## src/rtl/ram2e_pkg.sv

```systemverilog
// Shared definitions for the RAM2E configuration sequencer: key bytes,
// opcodes, key-matcher states and the refresh-period default.
package ram2e_pkg;

    typedef enum logic [3:0] {
        ST_IDLE,
        ST_K1,
        ST_K2,
        ST_K3,
        ST_K4,
        ST_K5,
        ST_CMD,
        ST_ARG
    } key_state_t;

    localparam logic [7:0] KEY0 = 8'hFF;
    localparam logic [7:0] KEY1 = 8'h00;
    localparam logic [7:0] KEY2 = 8'h55;
    localparam logic [7:0] KEY3 = 8'hAA;
    localparam logic [7:0] KEY4 = 8'hC1;
    localparam logic [7:0] KEY5 = 8'hAD;

    localparam logic [7:0] OP_REF  = 8'h10;
    localparam logic [7:0] OP_MASK = 8'h20;
    localparam logic [7:0] OP_LED  = 8'h30;

    localparam logic [3:0] REF_DEF = 4'd12;

    // Byte expected next while walking the key; CMD/ARG accept any byte
    function automatic logic [7:0] key_byte(input key_state_t s);
        case (s)
            ST_K1:   return KEY1;
            ST_K2:   return KEY2;
            ST_K3:   return KEY3;
            ST_K4:   return KEY4;
            ST_K5:   return KEY5;
            default: return KEY0;
        endcase
    endfunction

    function automatic logic is_opcode(input logic [7:0] b);
        return (b == OP_REF) || (b == OP_MASK) || (b == OP_LED);
    endfunction

endpackage

```

## src/rtl/ram2e_key_match.sv

```systemverilog
// Keyed byte-sequence matcher for xx72 writes. Walks FF,00,55,AA,C1,AD,
// then accepts an opcode byte and an argument byte. A stray FF restarts
// the key at K1. A partial sequence aborts after TIMEOUT_CYC cycles
// without an xx72 write; a write landing on the abort cycle wins.
module ram2e_key_match #(
    parameter int unsigned TIMEOUT_CYC = 65535
) (
    input  logic       clk,
    input  logic       rst,
    input  logic       key_wr,
    input  logic [7:0] d,
    input  logic       op_known,
    output logic       op_stb,
    output logic       exec_stb
);
    import ram2e_pkg::*;

    // Timer value on the cycle that would make it reach TIMEOUT_CYC
    localparam logic [15:0] TO_LAST = 16'(TIMEOUT_CYC - 1);

    key_state_t  state_q, state_d;
    logic [15:0] timer_q, timer_d;

    function automatic key_state_t next_key(input key_state_t s);
        case (s)
            ST_IDLE: return ST_K1;
            ST_K1:   return ST_K2;
            ST_K2:   return ST_K3;
            ST_K3:   return ST_K4;
            ST_K4:   return ST_K5;
            default: return ST_CMD;
        endcase
    endfunction

    // State and timer registers
    always_ff @(posedge clk) begin
        if (rst) begin
            state_q <= ST_IDLE;
            timer_q <= '0;
        end else begin
            state_q <= state_d;
            timer_q <= timer_d;
        end
    end

    // Next state, timer update and command strobes
    always_comb begin
        state_d  = state_q;
        timer_d  = timer_q;
        op_stb   = 1'b0;
        exec_stb = 1'b0;
        if (key_wr) begin
            timer_d = '0;
            case (state_q)
                ST_CMD: begin
                    if (op_known) begin
                        state_d = ST_ARG;
                        op_stb  = 1'b1;
                    end else begin
                        state_d = ST_IDLE;
                    end
                end
                ST_ARG: begin
                    state_d  = ST_IDLE;
                    exec_stb = 1'b1;
                end
                default: begin
                    if (d == key_byte(state_q)) begin
                        state_d = next_key(state_q);
                    end else if (d == KEY0) begin
                        state_d = ST_K1;
                    end else begin
                        state_d = ST_IDLE;
                    end
                end
            endcase
        end else if (state_q != ST_IDLE) begin
            if (timer_q == TO_LAST) begin
                state_d = ST_IDLE;
                timer_d = '0;
            end else if (timer_q != 16'hFFFF) begin
                timer_d = timer_q + 16'd1;
            end
        end else begin
            timer_d = '0;
        end
    end

endmodule

```

## src/rtl/ram2e_cfg_seq.sv

```systemverilog
// RAM2E configuration sequencer. Owns the bank register (xx73 writes) and
// the refresh period, bank mask and LED enable set through the keyed
// command sequence on xx72. All outputs are registered.
module ram2e_cfg_seq #(
    parameter int unsigned TIMEOUT_CYC = 65535,
    parameter logic [3:0]  REF_DEF     = ram2e_pkg::REF_DEF,
    parameter logic [4:0]  MASK_DEF    = 5'h1F
) (
    input  logic       C14M,
    input  logic       Reset,
    input  logic       WrStb,
    input  logic       Sel73,
    input  logic       Sel72,
    input  logic [7:0] D,
    output logic [4:0] BA,
    output logic [3:0] RefMax,
    output logic [4:0] BankMask,
    output logic       LEDEn,
    output logic       CmdDone
);
    import ram2e_pkg::*;

    logic       bank_wr;
    logic       key_wr;
    logic       op_stb;
    logic       exec_stb;
    logic [7:0] op_q;

    // Sel73 wins when both selects are high
    assign bank_wr = WrStb & Sel73;
    assign key_wr  = WrStb & Sel72 & ~Sel73;

    // A zero refresh terminal value would stall refresh; force at least 1
    function automatic logic [3:0] ref_clamp(input logic [3:0] v);
        return (v == 4'd0) ? 4'd1 : v;
    endfunction

    ram2e_key_match #(
        .TIMEOUT_CYC (TIMEOUT_CYC)
    ) u_key_match (
        .clk      (C14M),
        .rst      (Reset),
        .key_wr   (key_wr),
        .d        (D),
        .op_known (is_opcode(D)),
        .op_stb   (op_stb),
        .exec_stb (exec_stb)
    );

    // Opcode latch, loaded on the byte following the key
    always_ff @(posedge C14M) begin
        if (Reset) begin
            op_q <= '0;
        end else if (op_stb) begin
            op_q <= D;
        end
    end

    // Config registers: bank writes and opcode execution
    always_ff @(posedge C14M) begin
        if (Reset) begin
            BA       <= '0;
            RefMax   <= REF_DEF;
            BankMask <= MASK_DEF;
            LEDEn    <= 1'b1;
            CmdDone  <= 1'b0;
        end else begin
            CmdDone <= 1'b0;
            if (bank_wr) begin
                BA <= D[4:0] & BankMask;
            end
            if (exec_stb) begin
                case (op_q)
                    OP_REF: begin
                        RefMax  <= ref_clamp(D[3:0]);
                        CmdDone <= 1'b1;
                    end
                    OP_MASK: begin
                        BankMask <= D[4:0];
                        BA       <= BA & D[4:0];
                        CmdDone  <= 1'b1;
                    end
                    OP_LED: begin
                        LEDEn   <= D[0];
                        CmdDone <= 1'b1;
                    end
                    default: ;
                endcase
            end
        end
    end

endmodule

```

## config.mk

```make
export PLATFORM = sky130hd
export DESIGN_NAME = ram2e_cfg_seq
export DESIGN_NICKNAME = d
export VERILOG_FILES = /design/src/rtl/ram2e_pkg.sv /design/src/rtl/ram2e_key_match.sv /design/src/rtl/ram2e_cfg_seq.sv
export SDC_FILE = /design/constraint.sdc
export NUM_CORES = 1
export LEC_CHECK = 0
export BUFFER_PORTS_ARGS = -buffer_cell sky130_fd_sc_hd__buf_2
export CAP_MARGIN = 20
export CORE_MARGIN = 3
export CORE_UTILIZATION = 50
export DETAILED_ROUTE_END_ITERATION = 6
export GPL_TIMING_DRIVEN = 0
export PLACE_DENSITY = 0.76
export SYNTH_ARGS = -nofsm -noshare
export SYNTH_HDL_FRONTEND = slang
export SYNTH_SLANG_ARGS = --single-unit
```

## constraint.sdc

```tcl
create_clock -name C14M -period 1.79 [get_ports C14M]
set_clock_uncertainty 0.1 [all_clocks]
set_input_delay 0.0895 -clock C14M [delete_from_list [all_inputs] [get_ports C14M]]
set_output_delay 0.0895 -clock C14M [all_outputs]
set_load 0.05 [all_outputs]
```

==> qor.yml, run 1 <==
placement:
  dp_hpwl_um: 3370
  gp_congestion: 0.892
  placed_cells: 328
  port-buffer-count: 23
pwr:
  power_density_nw_per_um2: 597
  p_comb_frac: 0.070
  leakage_nw: 1.02
  p_seq_frac: 0.572
  p_clk_frac: 0.358
  power_switching_mw: 0.413
  ir_worst_vdd_mv: 0.380
  internal-power_mw: 1.27
  switching_share: 0.245
route:
  num_vias: 2125
  wl_per_cell_um: 15.1
  ant_nets: 0
  drt_iter0_markers: 207
  vias_per_cell: 6.02
  wirelength_um: 5350
  drcViolationCount: 0
  dr.pass1.iters: 4
status:
  status: "finished with violations"
  violations: "negative setup slack"
finish:
  areaGrowthSynthToFinish_pct: 29.4
  final_common_cell: "dfxtp_1"
  instances_no_fill: 353
  diodes: 0
  layout-drive-gt1-share: 0.327
  layout_common_cells: "34 x dfxtp_1, 30 x nor2_1, 24 x buf_2"
  fillers: 321
  final_nets: 317
synth:
  async_flop_share: 0
  yosysWarnings: 0
  yosysSeqAreaShare: 0.394
  syn_area_per_cell_um2: 8.56
  ys_types: 46
  ys_ff_latch: 43
  synthFlopType: "dfxtp_1"
  synth_edf_count: 0
  synth.cell_area_um2: 2180
  synth_nets: 270
  synthCells: 255
timing:
  relSlewSlack: 0.655
  setup_ws_ns: -0.198
  finalWorstPathRequiredPeriod_ns: 1.99
  maxSlewViolCount: 0
  final_hold_viol_count: 0
  setup_viol: 16
  rsz0062_at_grt: "yes"
  fmax_ghz: 0.503
  fin_crit_sh: 1.11
  worst_pin_slew_ns: 0.517
  setup_tns_ns: -1.81
run:
  drv_cap: 0
setup_path:
  path_cells: "or4_4 -> nor4_4 -> and3b_1 -> buf_6 -> nor2b_1 -> a211o_1"
  critPathCaptureType: "flip-flop"
  crit_required_ns: 1.89
  critical_path_buf_inv_count: 1
  crit_path_start_kind: "flip-flop"
  cp.arrival_ns: 2.09
  crit_path_max_fanout: 6
  critPathKind: "reg -> reg"
  cp_top_family: "simple AND/OR/NAND/NOR gates"
  slowest_stage: "or4_4"
  cp_slowest_stage_delay_ns: 0.54
clock_tree:
  htreeDepth: 2
  cts_sinks: 43
  tritoncts: "done"
  clock_latency_ns: 0.30
  cts_buffers: 5
  root_buffer: "clkbuf_8"
  cts_hold_buf: 0
  clkSlewWorstSetupHoldPaths_ns: 0.08
  clockBufferDepth: 2
die:
  die_y_um: 72.1
  die_area_um2: 5190
  row_count: 23
  ios: 29
  core_um2: 4120
  initial_core_util: 0.530
  die_w_um: 72.1
global_routing:
  grt.total_usage: 0.203
  antenna_found_initial: 0
  grt_max_degree: 13
  busiest_layer: "met2"
  met2_usage: 0.342
  grt_pass1_vias: 1818
  grtUsageMet3: 0.0485
  grt_first_pass_wirelength_um: 8310
  gr-total-overflow: 0
  grtUsageMet1: 0.242
min_path:
  hp-class: "in -> reg"
## per-stage QoR
step,hold slack (ns),area (um2),setup slack [ns],power (mW),util
after global routing,0.0700,2820,-0.254,1.74,0.686
after floorplan,0.133,2200,-0.0623,1.06,-
final,0.0430,2820,-0.198,1.68,0.686
after CTS,0.0167,2680,-0.181,1.69,0.651
after detailed placement,0.332,2380,-0.442,1.09,0.579
after global placement,0.334,2380,-0.431,1.09,0.579
## sequential cells by signal, summed over array words and instances (netlist names)
signal               cells
CmdDone                  1
op_q                     8
u_key_match.state_q      3
u_key_match.timer_q     16
RefMax                   4
BA                       5
BankMask                 5
LEDEn                    1
## power by group through the flow
stage / sequential [mW] / combinational, mW / clock [mW]
floorplan: 1.00 / 0.0530 / 0
global placement: 0.987 / 0.105 / 0
detailed placement: 0.987 / 0.106 / 0
CTS: 0.964 / 0.110 / 0.617
global route: 0.964 / 0.127 / 0.652
finish: 0.963 / 0.119 / 0.603
## layout make-up
cell class / instances / area [um2] / area share
sequential: 43 / 875 / 0.310
buffer: 14 / 85.1 / 0.0301
tap: 50 / 62.6 / 0.0222
clock inverter: 1 / 5.00 / 0.00177
inverter: 5 / 18.8 / 0.00665
multi-input combinational: 192 / 1430 / 0.507
timing repair buffer: 41 / 270 / 0.0957
clock buffer: 7 / 76.3 / 0.0270
## routing by layer
| layer | vias up | share of wire | wire length, um |
|---|---|---|---|
| li1 | 1039 | - | - |
| met1 | 1006 | 0.42 | 2240 |
| met2 | 65 | 0.50 | 2660 |
| met3 | 15 | 0.063 | 339 |
| met4 | 0 | 0.021 | 111 |
| met5 | - | 0 | 0 |
## timing repair
action / 4_1_cts / 5_1_grt
buffers inserted: 14 / 4
hold endpoints to repair: 0 / 0
resized for setup: 29 / 31
pin swaps: 7 / 10
gates cloned: 0 / 1
setup endpoints to repair: 33 / 35
## worst reg2reg max path: cells and delay by family (launching register included)
| kind | cells | cell delay (ns) |
|---|---|---|
| simple gates | 4 | 1.08 |
| flops | 1 | 0.32 |
| compound gates | 1 | 0.25 |
| buf+inv | 1 | 0.12 |
## worst paths after layout
path / from / to / slack, ns / cells after the start
hold / removal: D[5] / op_q[5] / 0.04 / 3
hold reg to reg: op_q[6] / op_q[6] / 0.36 / 1
setup / recovery: op_q[6] / RefMax[2] / -0.20 / 6
setup reg to reg: op_q[6] / RefMax[2] / -0.20 / 6
## cells by family (layout without fill, tap and decap cells)
group                      Yosys count  after routing  share of synthesized area
DFF                                 43             43                      0.394
adders and majority gates            2              2                     0.0115
AOI/OAI and AO/OA                   42             42                      0.150
and+or+nand+nor                    128            129                      0.323
muxes                                7              7                     0.0321
buffers and inverters               21             68                     0.0413
xor gates and xnor gates            12             12                     0.0482
## synthesized netlist by cell type, types with 2 or more instances
master     count  area share
a21oi_1        5       0.011
ha_1           2       0.011
o2111ai_1      2      0.0080
buf_4          2      0.0069
and2_1        10       0.029
nor2_1        32       0.055
inv_1          5      0.0086
nor3_1         9       0.021
clkbuf_1      11       0.019
nand2_1       17       0.029
mux2i_1        7       0.032
nor3b_1        4       0.014
and3b_1        2      0.0080
o21ai_0        2      0.0046
nand3_1       18       0.041
and3_1         3      0.0086
a31oi_1        4       0.011
nor2b_1        4       0.011
a32o_1         5       0.023
or2_2          2      0.0057
a32oi_1        6       0.024
xnor2_1        9       0.036
nand3b_1       7       0.024
a2111oi_0      4       0.016
xor2_1         3       0.012
o211ai_1       2      0.0069
nand4_1        6       0.017
dfxtp_1       43        0.39
nand2b_1       3      0.0086
buf_2          3      0.0069
a211o_1        2      0.0080
a211oi_1       6       0.021
nor4_2         2       0.011
Power figures use the tool's default switching activity.
==> run 2: changes to the inputs <==
- SKIP_LAST_GASP: unset -> 1
==> run 2 against run 1 <==
The run still ends with negative setup slack left. Global-route usage fell by 0.17 points. Core utilization rose by 0.061 points. Sequential power barely moved. Sequential share of layout area rose by 0.061 points. Cell area barely moved. Die area did not move. Worst setup slack got worse by 0.0015 ns. Maximum frequency barely moved. Register-to-register slack barely moved. Sequential cell count did not move. Largest cell class unchanged.
==> qor.yml, run 2 (synthesis gave the netlist of run 1 again) <==
route:
  wl_per_cell_um: 15.1  # about the same
  ant_nets: 0  # unchanged
  dr.pass1.iters: 4  # unchanged
  drcViolationCount: 0  # unchanged
  wirelength_um: 5350  # about the same
  vias_per_cell: 5.88  # was 6.02
  num_vias: 2075  # was 2,125
  drt_iter0_markers: 163  # was 207
finish:
  final_nets: 317  # unchanged
  instances_no_fill: 353  # unchanged
  largestRegisters: "u_key_match.timer_q (16), op_q (8)"  # unchanged
  layout_common_cells: "34 x dfxtp_1, 30 x nor2_1, 24 x buf_2"  # unchanged
  diodes: 0  # unchanged
  final_common_cell: "dfxtp_1"  # unchanged
  top_register: "u_key_match.timer_q"  # unchanged
  layout-drive-gt1-share: 0.323  # was 0.327
  areaGrowthSynthToFinish_pct: 29.5  # was 29.4%
  fillers: 318  # was 321
  largest_reg_flops: 16  # unchanged
clock_tree:
  clkSlewWorstSetupHoldPaths_ns: 0.08  # about the same
  cts_sinks: 43  # unchanged
  htreeDepth: 2  # unchanged
  cts_buffers: 5  # unchanged
  clockBufferDepth: 2  # unchanged
  clock_latency_ns: 0.30  # about the same
  root_buffer: "clkbuf_8"  # unchanged
  tritoncts: "done"  # unchanged
timing:
  finalWorstPathRequiredPeriod_ns: 1.99  # about the same
  setup_viol: 15  # was 16
  worst_pin_slew_ns: 0.531  # was 0.517 ns
  fmax_ghz: 0.503  # about the same
  maxSlewViolCount: 0  # unchanged
  rsz0062_at_grt: "yes"  # unchanged
  setup_ws_ns: -0.199  # was -0.198 ns
  holdWs_ns: 0.0393  # was 0.0430 ns
  final_hold_viol_count: 0  # unchanged
  setup_tns_ns: -1.84  # was -1.81 ns
  relSlewSlack: 0.646  # was 0.655
  fin_crit_sh: 1.11  # about the same
placement:
  placed_cells: 328  # unchanged
  gp_congestion: 0.892  # unchanged
  port-buffer-count: 23  # unchanged
  dp_hpwl_um: 3370  # unchanged
  pre_cts_slack_ns: -0.442  # unchanged
min_path:
  hp-class: "in -> reg"  # unchanged
die:
  ios: 29  # unchanged
  die_y_um: 72.1  # unchanged
  die_area_um2: 5190  # unchanged
  initial_core_util: 0.530  # unchanged
  die_w_um: 72.1  # unchanged
  row_count: 23  # unchanged
  core_um2: 4120  # unchanged
setup_path:
  critPathCapture: "RefMax[2]"  # unchanged
  r2r_end: "RefMax[2]"  # unchanged
  critPathCaptureType: "flip-flop"  # unchanged
  crit_path_max_fanout: 6  # unchanged
  crit_required_ns: 1.89  # about the same
  crit_path_start_kind: "flip-flop"  # unchanged
  r2r_start: "op_q[6]"  # unchanged
  cp.arrival_ns: 2.09  # about the same
  rr_worst_depth: 6  # unchanged
  rrSetupSlack_ns: -0.20  # about the same
  critPathKind: "reg -> reg"  # unchanged
  cp-startpoint: "op_q[6]"  # unchanged
run:
  drv_cap: 0  # unchanged
status:
  violations: "negative setup slack"  # unchanged
  status: "finished with violations"  # unchanged
global_routing:
  grt_pass1_vias: 1805  # was 1,818
  gr-total-overflow: 0  # unchanged
  grt_max_degree: 13  # unchanged
  grt.total_usage: 0.201  # was 0.203
  grt_first_pass_wirelength_um: 8250  # was 8310 um
  antenna_found_initial: 0  # unchanged
pwr:
  finalPower_mw: 1.69  # was 1.68 mW
  ir_worst_vdd_mv: 0.382  # was 0.380 mV
  leakage_nw: 1.02  # about the same
  power_density_nw_per_um2: 597  # about the same
==> run 2: cell counts in the layout (fill, tap and decap cells not counted) <==
No cell type changed its count.
==> run 2: layer usage <==
metal,vias up,GRT usage,share of wire
met1,964,0.242,0.43
met3,12,0.0485,0.056
met2,65,0.335,0.49
li1,1034,-,-
met4,0,0.0960,0.020
met5,-,0,0
==> run 2: how the worst min path moves through the flow <==
stage,cells after the start,from,endpoint
after floorplan,2,D[5],op_q[5]
after global placement,3,D[5],op_q[5]
after detailed placement,3,D[5],op_q[5]
after CTS,3,D[5],op_q[5]
after global routing,3,D[5],op_q[5]
final,3,D[5],op_q[5]
==> run 2: layout make-up <==
type / count / area [um2] / share of cell area
Sequential cell: 43 / 877 / 0.310
Clock inverter: 1 / 5.00 / 0.00177
Inverter: 5 / 18.8 / 0.00664
Timing Repair Buffer: 41 / 270 / 0.0956
Multi-Input combinational cell: 192 / 1430 / 0.506
Clock buffer: 7 / 76.3 / 0.0270
Buffer: 14 / 85.1 / 0.0301
Tap cell: 50 / 62.6 / 0.0221
==> run 2: timing repair <==
item                                   in CTS  in global routing
gates resized for setup                    24                 38
setup endpoints to repair                  33                 35
endpoints found under the hold margin       0                  0
pin swaps                                   7                 11
cloned                                      0                  1
hold buffers                                0                  0
buffers inserted                           14                  4
==> run 2: per-stage QoR <==
stage / area [um2] / util
floorplan: 2200 / -
global placement: 2380 / 0.579
detailed placement: 2380 / 0.579
CTS: 2670 / 0.648
global route: 2830 / 0.687
finish: 2830 / 0.687
==> run 2: power by group <==
group | switching (mW) | total [mW] | internal, mW
Combinational | 0.0803 | 0.119 | 0.0392
Sequential | 0.00452 | 0.962 | 0.958
Clock | 0.330 | 0.605 | 0.274
Total | 0.415 | 1.69 | 1.27
==> run 2: critical path: stages, from the launching register on <==
cell and delay [ns]:
dfxtp_2 0.32, or4_4 0.54, nor4_4 0.27, and3b_1 0.23, buf_6 0.12, nor2b_1 0.04, a211o_1 0.25
==> run 3: changes to the inputs <==
- CORE_ASPECT_RATIO: unset -> 1.5
==> run 3 against run 2 <==
The flow still finishes with violations (negative setup slack). Worst setup slack better by 0.11 ns. Sequential power about the same. Count of clock-buffer cells in the layout is 2 lower. Power rose by 9.2%. Critical endpoint is now BA[2]. Largest power group unchanged. Highest routed layer unchanged.
==> qor.yml, run 3 (synthesis gave the netlist of run 1 again) <==
status:
  status: "finished with violations"  # unchanged
  violations: "negative setup slack"  # unchanged
min_path:
  hold-path-endpoint: "op_q[5]"  # unchanged
  worstHoldStart: "D[5]"  # unchanged
  hp-class: "in -> reg"  # unchanged
  holdPathStages: 3  # unchanged
finish:
  fillers: 295  # was 318
  largestRegisters: "u_key_match.timer_q (16), op_q (8)"  # unchanged
  final_cell_area_um2: 2930  # was 2830 um2
  largest_reg_flops: 16  # unchanged
  final_common_cell: "dfxtp_1"  # unchanged
  multi_input_area_um2: 1450  # was 1430 um2
  diodes: 0  # unchanged
  instances_no_fill: 353  # unchanged
  top_register: "u_key_match.timer_q"  # unchanged
  layout_common_cells: "31 x dfxtp_1, 30 x nor2_1, 23 x buf_2"  # was 34 x dfxtp_1, 30 x nor2_1, 24 x buf_2
  final_nets: 322  # was 317
  areaGrowthSynthToFinish_pct: 34.1  # was 29.5%
  ff_latch_area_um2: 883  # was 877 um2
  layout-drive-gt1-share: 0.357  # was 0.323
pwr:
  power_switching_mw: 0.432  # was 0.415 mW
  power_density_nw_per_um2: 629  # was 597 nW/um2
  ir_worst_vdd_mv: 0.896  # was 0.382 mV
  finalPower_mw: 1.84  # was 1.69 mW
  internal-power_mw: 1.41  # was 1.27 mW
  p_seq_frac: 0.522  # was 0.571
  p_clk_frac: 0.415  # was 0.359
  p_comb_frac: 0.063  # was 0.071
  switching_share: 0.235  # was 0.246
  leakage_nw: 1.07  # was 1.02 nW
clock_tree:
  root_buffer: "clkbuf_8"  # unchanged
  cts_buffers: 5  # unchanged
  clockBufferDepth: 2  # unchanged
  htreeDepth: 2  # unchanged
  cts_sinks: 43  # unchanged
  cts_hold_buf: 0  # unchanged
  clkSlewWorstSetupHoldPaths_ns: 0.09  # was 0.08 ns
  clock_latency_ns: 0.30  # about the same
  tritoncts: "done"  # unchanged
die:
  core_um2: 4060  # was 4120 um2
  die_area_um2: 5210  # was 5190 um2
  row_count: 28  # was 23
  ios: 29  # unchanged
  initial_core_util: 0.537  # was 0.530
  die_w_um: 59.9  # was 72.1 um
  die_y_um: 86.9  # was 72.1 um
global_routing:
  gr-total-overflow: 0  # unchanged
  grt_first_pass_wirelength_um: 8560  # was 8250 um
  grt_pass1_vias: 1930  # was 1,805
  met2_usage: 0.383  # was 0.335
  grt_max_degree: 15  # was 13
  grtUsageMet3: 0.0504  # was 0.0485
  busiest_layer: "met2"  # unchanged
  grtUsageMet1: 0.227  # was 0.242
  grt.total_usage: 0.214  # was 0.201
  antenna_found_initial: 0  # unchanged
run:
  drv_cap: 0  # unchanged
setup_path:
  rr_worst_depth: 7  # was 6
  critPathCaptureType: "flip-flop"  # unchanged
  cp.arrival_ns: 2.03  # was 2.09 ns
  r2r_start: "op_q[3]"  # was op_q[6]
  rrSetupSlack_ns: -0.09  # was -0.20 ns
  crit_path_max_fanout: 7  # was 6
  r2r_end: "BA[2]"  # was RefMax[2]
  crit_required_ns: 1.94  # was 1.89 ns
  critPathKind: "reg -> reg"  # unchanged
  crit_path_start_kind: "flip-flop"  # unchanged
placement:
  placed_cells: 323  # was 328
  gp_congestion: 0.792  # was 0.892
  port-buffer-count: 23  # unchanged
  dp_hpwl_um: 3410  # was 3370 um
  placed_cell_area_um2: 2370  # was 2380 um2
timing:
  fin_crit_sh: 1.05  # was 1.11
  setup_tns_ns: -0.513  # was -1.84 ns
  final_hold_viol_count: 0  # unchanged
  fmax_ghz: 0.531  # was 0.503 GHz
  setup_viol: 9  # was 15
  maxSlewViolCount: 0  # unchanged
  rsz0062_at_grt: "yes"  # unchanged
  finalWorstPathRequiredPeriod_ns: 1.88  # was 1.99 ns
  holdWs_ns: 0.0205  # was 0.0393 ns
  relSlewSlack: 0.626  # was 0.646
  setup_ws_ns: -0.0926  # was -0.199 ns
  worst_pin_slew_ns: 0.562  # was 0.531 ns
route:
  dr.pass1.iters: 5  # was 4
  num_vias: 2121  # was 2,075
  drt_iter0_markers: 106  # was 163
  vias_per_cell: 6.01  # was 5.88
  ant_nets: 0  # unchanged
  drcViolationCount: 0  # unchanged
  wirelength_um: 5640  # was 5350 um
  wl_per_cell_um: 16.0  # was 15.1 um
run 3: cell types whose count changed in the layout (fill, tap and decap cells not counted), moves of 2 or more:
| cell | before | now |
|---|---|---|
| buf_6 | 5 | 11 |
| clkbuf_1 | 9 | 7 |
| dfxtp_1 | 34 | 31 |
| dfxtp_2 | 7 | 9 |
| nand2_1 | 13 | 11 |
| nand2_2 | 3 | 6 |
| nand3_4 | 0 | 2 |
run 3: how the worst max path moves through the flow:
stage / startpoint / to / slack (ns) / cells after the start
finish: op_q[3] / BA[2] / -0.09 / 7
detailed placement: u_key_match.timer_q[11] / u_key_match.timer_q[13] / -0.31 / 7
global route: op_q[3] / BA[3] / -0.16 / 6
global placement: u_key_match.state_q[1] / u_key_match.state_q[0] / -0.34 / 6
CTS: op_q[7] / BA[1] / -0.18 / 6
floorplan: op_q[6] / RefMax[2] / -0.06 / 6
run 3: through the flow:
| stage | setup slack (ns) | utilization |
|---|---|---|
| global placement | -0.340 | 0.584 |
| finish | -0.0926 | 0.720 |
| CTS | -0.184 | 0.647 |
| global route | -0.159 | 0.720 |
| floorplan | -0.0623 | - |
| detailed placement | -0.312 | 0.584 |
run 3: critical path, stage by stage, from the launching register on:
cell and delay, ns:
dfxtp_2 0.32, or4_4 0.54, nor4_4 0.20, buf_6 0.20, buf_6 0.12, a32o_1 0.17, a32oi_1 0.07, nor2_1 0.10
run 3: timing repair:
item,CTS,global route
buffers inserted,9,14
cloned,0,1
setup endpoints to repair,33,34
endpoints found under the hold margin,0,0
resized for setup,25,47
pin swaps,7,17
run 3: layer usage:
layer | routed length [um] | share of wire
met2 | 3040 | 0.54
met3 | 276 | 0.049
met1 | 2170 | 0.38
met4 | 156 | 0.028
met5 | 0 | 0
run 3: layout make-up:
cell class	instances	area share
Buffer	14	0.0317
Multi-Input combinational cell	192	0.496
Tap cell	45	0.0192
Sequential cell	43	0.302
Clock inverter	3	0.0150
Timing Repair Buffer	46	0.106
Inverter	5	0.00642
Clock buffer	5	0.0235
run 3: power groups by stage:
stage          Combinational (mW)  Sequential, mW  Clock [mW]
3_5_place_dp                0.106           0.987           0
5_1_grt                     0.125           0.961       0.811
6_report                    0.116           0.960       0.765
4_1_cts                     0.109           0.963       0.780
2_1_floorplan              0.0530            1.00           0
3_3_place_gp                0.105           0.987           0
